<file path="config.mk">
export PLATFORM = sky130hd
export DESIGN_NAME = adder_arbiter_flat
export DESIGN_NICKNAME = d
export VERILOG_FILES = /design/src/rtl/adder_arbiter_if.sv /design/src/rtl/adder_arbiter.sv /design/src/flat_wrapper.sv
export SDC_FILE = /design/constraint.sdc
export NUM_CORES = 1
export LEC_CHECK = 0
export ABC_AREA = 0
export CORE_AREA = 2 2 117 119
export CTS_BUF_LIST = sky130_fd_sc_hd__clkbuf_8
export DETAILED_ROUTE_END_ITERATION = 7
export DIE_AREA = 0 0 119 121
export HOLD_SLACK_MARGIN = 0.1
export PLACE_DENSITY_LB_ADDON = 0.1
export SLEW_MARGIN = 20
export SYNTH_ARGS = -nofsm -noshare
export SYNTH_HDL_FRONTEND = slang
export SYNTH_SLANG_ARGS = --single-unit
</file>
<file path="constraint.sdc">
create_clock -name clk -period 5 [get_ports clk]
set_input_delay 1 -clock clk [delete_from_list [all_inputs] [get_ports clk]]
set_output_delay 1 -clock clk [all_outputs]
set_load 0.02 [all_outputs]
</file>
<file path="src/rtl/adder_arbiter_if.sv">
// Request/result bundle between the requesters and the shared signed adder.
// The master modport is the requester/consumer side; the slave is the arbiter.
interface adder_arbiter_if #(
    parameter int WIDTH = 32,
    parameter int N_REQ = 4,
    parameter int ID_W  = 2
);
    logic [N_REQ-1:0]       i_req;
    logic [N_REQ*WIDTH-1:0] i_a;
    logic [N_REQ*WIDTH-1:0] i_b;
    logic [N_REQ-1:0]       o_gnt;
    logic                   o_valid;
    logic                   i_ready;
    logic [WIDTH-1:0]       o;
    logic [ID_W-1:0]        o_id;
    logic                   o_ovf;

    modport master (
        output i_req, i_a, i_b, i_ready,
        input  o_gnt, o_valid, o, o_id, o_ovf
    );

    modport slave (
        input  i_req, i_a, i_b, i_ready,
        output o_gnt, o_valid, o, o_id, o_ovf
    );
endinterface

</file>
<file path="src/rtl/adder_arbiter.sv">
// Round-robin arbiter sharing one signed WIDTH-bit adder among N_REQ requesters.
// One registered, tagged sum per accept; valid/ready result handshake with full throughput.
module adder_arbiter #(
    parameter int WIDTH = 32,
    parameter int N_REQ = 4,
    parameter int ID_W  = 2
) (
    input  logic            clk,
    input  logic            rst,
    adder_arbiter_if.slave  bus
);

    logic signed [WIDTH-1:0] a_arr [N_REQ];
    logic signed [WIDTH-1:0] b_arr [N_REQ];

    logic                    valid_reg, valid_next;
    logic [WIDTH-1:0]        o_reg, o_next;
    logic [ID_W-1:0]         id_reg, id_next;
    logic                    ovf_reg, ovf_next;
    logic [ID_W-1:0]         ptr_reg, ptr_next;

    logic                    win_found;
    logic [ID_W-1:0]         win_idx;
    logic                    accept;
    logic signed [WIDTH-1:0] a_sel;
    logic signed [WIDTH-1:0] b_sel;
    logic signed [WIDTH-1:0] sum;
    logic                    sum_ovf;

    genvar gi;
    generate
        for (gi = 0; gi < N_REQ; gi++) begin : g_unpack
            assign a_arr[gi] = bus.i_a[gi*WIDTH +: WIDTH];
            assign b_arr[gi] = bus.i_b[gi*WIDTH +: WIDTH];
        end
    endgenerate

    // Search starts at ptr and wraps, so the requester just served has lowest priority.
    always_comb begin
        int k;
        logic [ID_W-1:0] k_idx;
        win_found = 1'b0;
        win_idx   = '0;
        k         = 0;
        k_idx     = '0;
        for (int i = 0; i < N_REQ; i++) begin
            k = int'(ptr_reg) + i;
            if (k >= N_REQ) begin
                k = k - N_REQ;
            end
            k_idx = ID_W'(k);
            if (!win_found && bus.i_req[k_idx]) begin
                win_found = 1'b1;
                win_idx   = k_idx;
            end
        end
    end

    assign accept = rst && win_found && (!valid_reg || bus.i_ready);

    generate
        for (gi = 0; gi < N_REQ; gi++) begin : g_gnt
            assign bus.o_gnt[gi] = accept && (win_idx == ID_W'(gi));
        end
    endgenerate

    assign a_sel   = a_arr[win_idx];
    assign b_sel   = b_arr[win_idx];
    assign sum     = a_sel + b_sel;
    // Overflow only when both operands share a sign that the sum does not.
    assign sum_ovf = (a_sel[WIDTH-1] == b_sel[WIDTH-1]) && (sum[WIDTH-1] != a_sel[WIDTH-1]);

    always_comb begin
        valid_next = valid_reg;
        o_next     = o_reg;
        id_next    = id_reg;
        ovf_next   = ovf_reg;
        ptr_next   = ptr_reg;
        if (accept) begin
            valid_next = 1'b1;
            o_next     = sum;
            id_next    = win_idx;
            ovf_next   = sum_ovf;
            ptr_next   = (win_idx == ID_W'(N_REQ - 1)) ? '0 : win_idx + 1'b1;
        end else if (valid_reg && bus.i_ready) begin
            valid_next = 1'b0;
        end
    end

    always_ff @(posedge clk) begin
        if (!rst) begin
            valid_reg <= 1'b0;
            o_reg     <= '0;
            id_reg    <= '0;
            ovf_reg   <= 1'b0;
            ptr_reg   <= '0;
        end else begin
            valid_reg <= valid_next;
            o_reg     <= o_next;
            id_reg    <= id_next;
            ovf_reg   <= ovf_next;
            ptr_reg   <= ptr_next;
        end
    end

    assign bus.o_valid = valid_reg;
    assign bus.o       = o_reg;
    assign bus.o_id    = id_reg;
    assign bus.o_ovf   = ovf_reg;

endmodule

</file>
<file path="src/flat_wrapper.sv">
// flat-port wrapper written by rule: the top's interface ports become plain ports
module adder_arbiter_flat 
#(
    parameter int WIDTH = 32,
    parameter int N_REQ = 4,
    parameter int ID_W  = 2
)
  (clk, rst, bus_i_req, bus_i_a, bus_i_b, bus_i_ready, bus_o_gnt, bus_o_valid, bus_o, bus_o_id, bus_o_ovf);
  adder_arbiter_if #(.WIDTH(WIDTH), .N_REQ(N_REQ), .ID_W(ID_W)) bus_i ();
  input  logic clk;
  input  logic rst;
  input wire logic [$bits(bus_i.i_req)-1:0] bus_i_req;
  input wire logic [$bits(bus_i.i_a)-1:0] bus_i_a;
  input wire logic [$bits(bus_i.i_b)-1:0] bus_i_b;
  input wire logic [$bits(bus_i.i_ready)-1:0] bus_i_ready;
  output wire logic [$bits(bus_i.o_gnt)-1:0] bus_o_gnt;
  output wire logic [$bits(bus_i.o_valid)-1:0] bus_o_valid;
  output wire logic [$bits(bus_i.o)-1:0] bus_o;
  output wire logic [$bits(bus_i.o_id)-1:0] bus_o_id;
  output wire logic [$bits(bus_i.o_ovf)-1:0] bus_o_ovf;
  assign bus_i.i_req = bus_i_req;
  assign bus_i.i_a = bus_i_a;
  assign bus_i.i_b = bus_i_b;
  assign bus_i.i_ready = bus_i_ready;
  assign bus_o_gnt = bus_i.o_gnt;
  assign bus_o_valid = bus_i.o_valid;
  assign bus_o = bus_i.o;
  assign bus_o_id = bus_i.o_id;
  assign bus_o_ovf = bus_i.o_ovf;
  adder_arbiter #(.WIDTH(WIDTH), .N_REQ(N_REQ), .ID_W(ID_W)) u_core (.clk(clk), .rst(rst), .bus(bus_i));
endmodule
</file>
==> run summary <==
grt peak-use layer: met2
Syn Area/Cell: 6.19 sq um
Hold Path Sink: u_core.bus.o[6]
clk slew on worst S/H paths: 0.08 ns
CP Launch Type: input port
Synth Flop Type: dfxtp_1
Period minus WS final: 4.68 ns
cell count after synthesis: 819
static leakage: 0.00379 uW
RSZ-0062 raised after global routing: false
row count: 42
clock power share: 7.4%
# H-tree levels: 2
Initial DRC Count: 292
core area: 0.0131 sq mm
Yosys cell types: 63
Comb power frac: 79.2%
Synth top area share: 20.4%
post-layout util: 66.3%
met2 usage: 45.0%
Hold Path Cell Cnt: 2
max capacitance violation total: 0
hold buffers post-CTS: 0
top cells by area, synth: nand2_1 20%, dfxtp_1 15%, a31oi_1 8.6%, ha_1 8.6%, and3_1 8.3%
first-pass GRT wire length: 30.4 mm
Worst Tran Pin Value: 0.969 ns
# DRC: 0
skew final: 0.00704 ns
met3 usage: 4.70%
YS warnings: 0
crit end category: flop
largest fanout on the critical path: 64
Num CTS Buffers: 5
Clock Latency Late Sink: 0.29 ns
register-to-register setup slack: 1.02 ns
FF+latch count, synth: 38
GRT Residual Overflow: 0
Seq/Total Area, Yosys: 15.0%
slowest CP cell: clkdlybuf4s50_1
reg-to-reg endpoint: u_core.bus.o[28]
CTS root buffer: clkbuf_8
Setup CP Type: in -> reg
Post-DP HPWL: 15.1 mm
CP required: 5.19 ns
Post-Syn Nets: 1118
final wirelength: 18.5 mm
Seq pwr share: 13.4%
antenna violations before repair: 0
layout cells sized above 1: 6.52%
VDD IR max: 0.189 mV
Syn-to-layout area delta: 71.1%
FFs w/ async S/R, synth: 0%
via count: 6711
number of flip-flops under the largest register name: 32
Longest Clk Path Bufs: 2
Die Height: 121 um
# clock sinks: 38
Slew HR: 35.4%
critical path's largest stage delay: 0.51 ns
die area: 0.0144 sq mm
hold crit path type: reg -> reg
hold slack final: 0.456 ns
M1 GR Usage: 31.1%
Worst R2R Start: u_core.ptr_reg[1]
Cell Pwr Density: 417 mW/mm^2
die span in x: 119 um
Final Cycle Share: 93.5%
vias in the first global route: 6535
I/O pin cnt: 303
number of enable flip-flop cells after synthesis: 0
Slew Limit Fails: 0
Antenna Cells: 0
GRT Util Overall: 25.3%
TritonCTS clock tree: built
First-pass DRT Iterations: 5
Synth area leader: nand2_1
antenna viol nets, final: 0
Initial Util: 38.7%
cells on worst reg2reg path: 17
Max Clk Rate: 214 MHz
crit path from: bus_i_req[1]
GPL Wtd Cong: 0.876
Mapped Area: 0.00507 sq mm
Net Switching: 1670 uW
setup violators final: 0
status: finished, final reports clean
postcts setup bufs: 0
vias per inst: 5.18
Internal Power: 1950 uW
CP cell instances: clkdlybuf4s50_1 > a21oi_1 > o21a_1 > o22ai_4 > buf_12 > nand2_1 > and3_1 > a31oi_1 > ha_1 > fa_1 > a21o_1 > and4_4 > o211ai_4 > a2111o_1 > a21oi_2 > nor2_1 > o2111a_1 > a211o_1
Worst EP arrival: 4.87 ns
Final Hold Fails: 0
Hold Crit Start: u_core.bus.o[6]
# nets final: 1418
largest net degree at the start of global routing: 65
Routed wire per std cell: 14.3 um
sw frac: 46.0%
input/output buffers: 302
-- synthesized netlist by cell type, types with 3 or more instances --
cell type	number
a211o_1	3
o21ai_0	27
nand4_1	5
and3_1	67
buf_1	9
nor2b_1	4
mux2i_1	7
o21a_1	6
inv_1	11
nor3b_1	5
ha_1	35
clkbuf_1	45
o31ai_1	3
nand2_1	275
o21ai_1	10
nand2b_1	7
dfxtp_1	38
a21oi_1	23
o211ai_1	6
nor2_1	21
nand3_1	50
xnor2_1	13
and2_1	8
nor3_1	7
a21o_1	14
xor2_1	8
a31oi_1	70
-- kinds of logic after synthesis --
kind of cell / share of synthesized area, %
adders and majority gates: 9.04
and+or+nand+nor: 41.0
AOI/OAI and AO/OA: 24.0
DFF: 15.0
xor gates and xnor gates: 3.63
buffers and inverters: 5.53
muxes: 1.83
-- area by class of cell --
| class | instances | area, sq um |
|---|---|---|
| Sequential cell | 38 | 761 |
| Fill cell | 1224 | 4410 |
| Multi-Input combinational cell | 710 | 4060 |
| Clock buffer | 5 | 68.8 |
| Inverter | 13 | 53.8 |
| Clock inverter | 3 | 45.0 |
| Timing Repair Buffer | 351 | 3470 |
| Tap cell | 176 | 220 |
-- through the flow --
step | total power [uW] | setup WS [ns] | instance area, sq um | setup TNS, ns | instances
after floorplan | 2270 | 0.495 | 5070 | 0 | 819
after global placement | 3310 | 0.0597 | 8550 | 0 | 1288
after detailed placement | 3340 | -0.00656 | 8550 | -0.00656 | 1288
after CTS | 3630 | 0.295 | 8660 | 0 | 1296
after global routing | 3970 | 0.0143 | 8670 | 0 | 1296
final | 3620 | 0.323 | 8670 | 0 | 1296
-- layer usage --
metal | part of all wire, % | routed length (um) | vias to the layer above
met5 | 0 | 0 | -
met4 | 2.1 | 395 | 0
met3 | 6.5 | 1200 | 28
met2 | 49 | 8990 | 234
met1 | 43 | 7890 | 2961
li1 | - | - | 3488
-- layout by cell type, fill, tap and decap left out, drive strengths merged, types with 2 or more instances in the layout --
master         count
dfxtp             38
a31o               2
and3              67
a21boi             3
clkbuf             5
a211o              3
or2                2
nand3             50
o21ai             37
xor2               8
clkinvlp           2
a21o              14
a31oi             71
nand4              5
nor2              21
o21a               6
and2               8
xnor2             13
mux2               2
nor3b              5
inv               13
o211ai             7
o41ai              2
nand2            275
a21oi             24
ha                35
clkdlybuf4s50    302
o31ai              4
nand2b             7
nor3               7
buf               49
nor2b              4
and4               2
a2111o             2
mux2i              7
-- critical path: cells and delay by family --
kind / cells / cell delay [ns]
fa+ha+maj: 2 / 0.45
simple gates: 4 / 0.56
compound gates: 10 / 2.03
buf+inv: 2 / 0.80
-- worst max-delay path by stage --
stage,endpoint,depth (start not counted),slack (ns)
after floorplan,u_core.bus.o[28],19,0.49
after global placement,u_core.bus.o_ovf,18,0.06
after detailed placement,u_core.bus.o_ovf,18,-0.007
after CTS,u_core.bus.o_ovf,18,0.29
after global routing,u_core.bus.o_ovf,18,0.01
final,u_core.bus.o[28],18,0.32
-- power by group through the flow --
stage | Clock [uW] | Sequential (uW) | Combinational [uW]
final | 269 | 484 | 2870
after global routing | 289 | 499 | 3180
after CTS | 275 | 485 | 2870
after detailed placement | 0 | 492 | 2850
after global placement | 0 | 486 | 2820
after floorplan | 0 | 618 | 1650
-- repair_timing --
action	CTS	global route
hold endpoints to repair	0	0
setup endpoints to repair	0	4
resized for setup	0	2
Power figures use the tool's default switching activity.
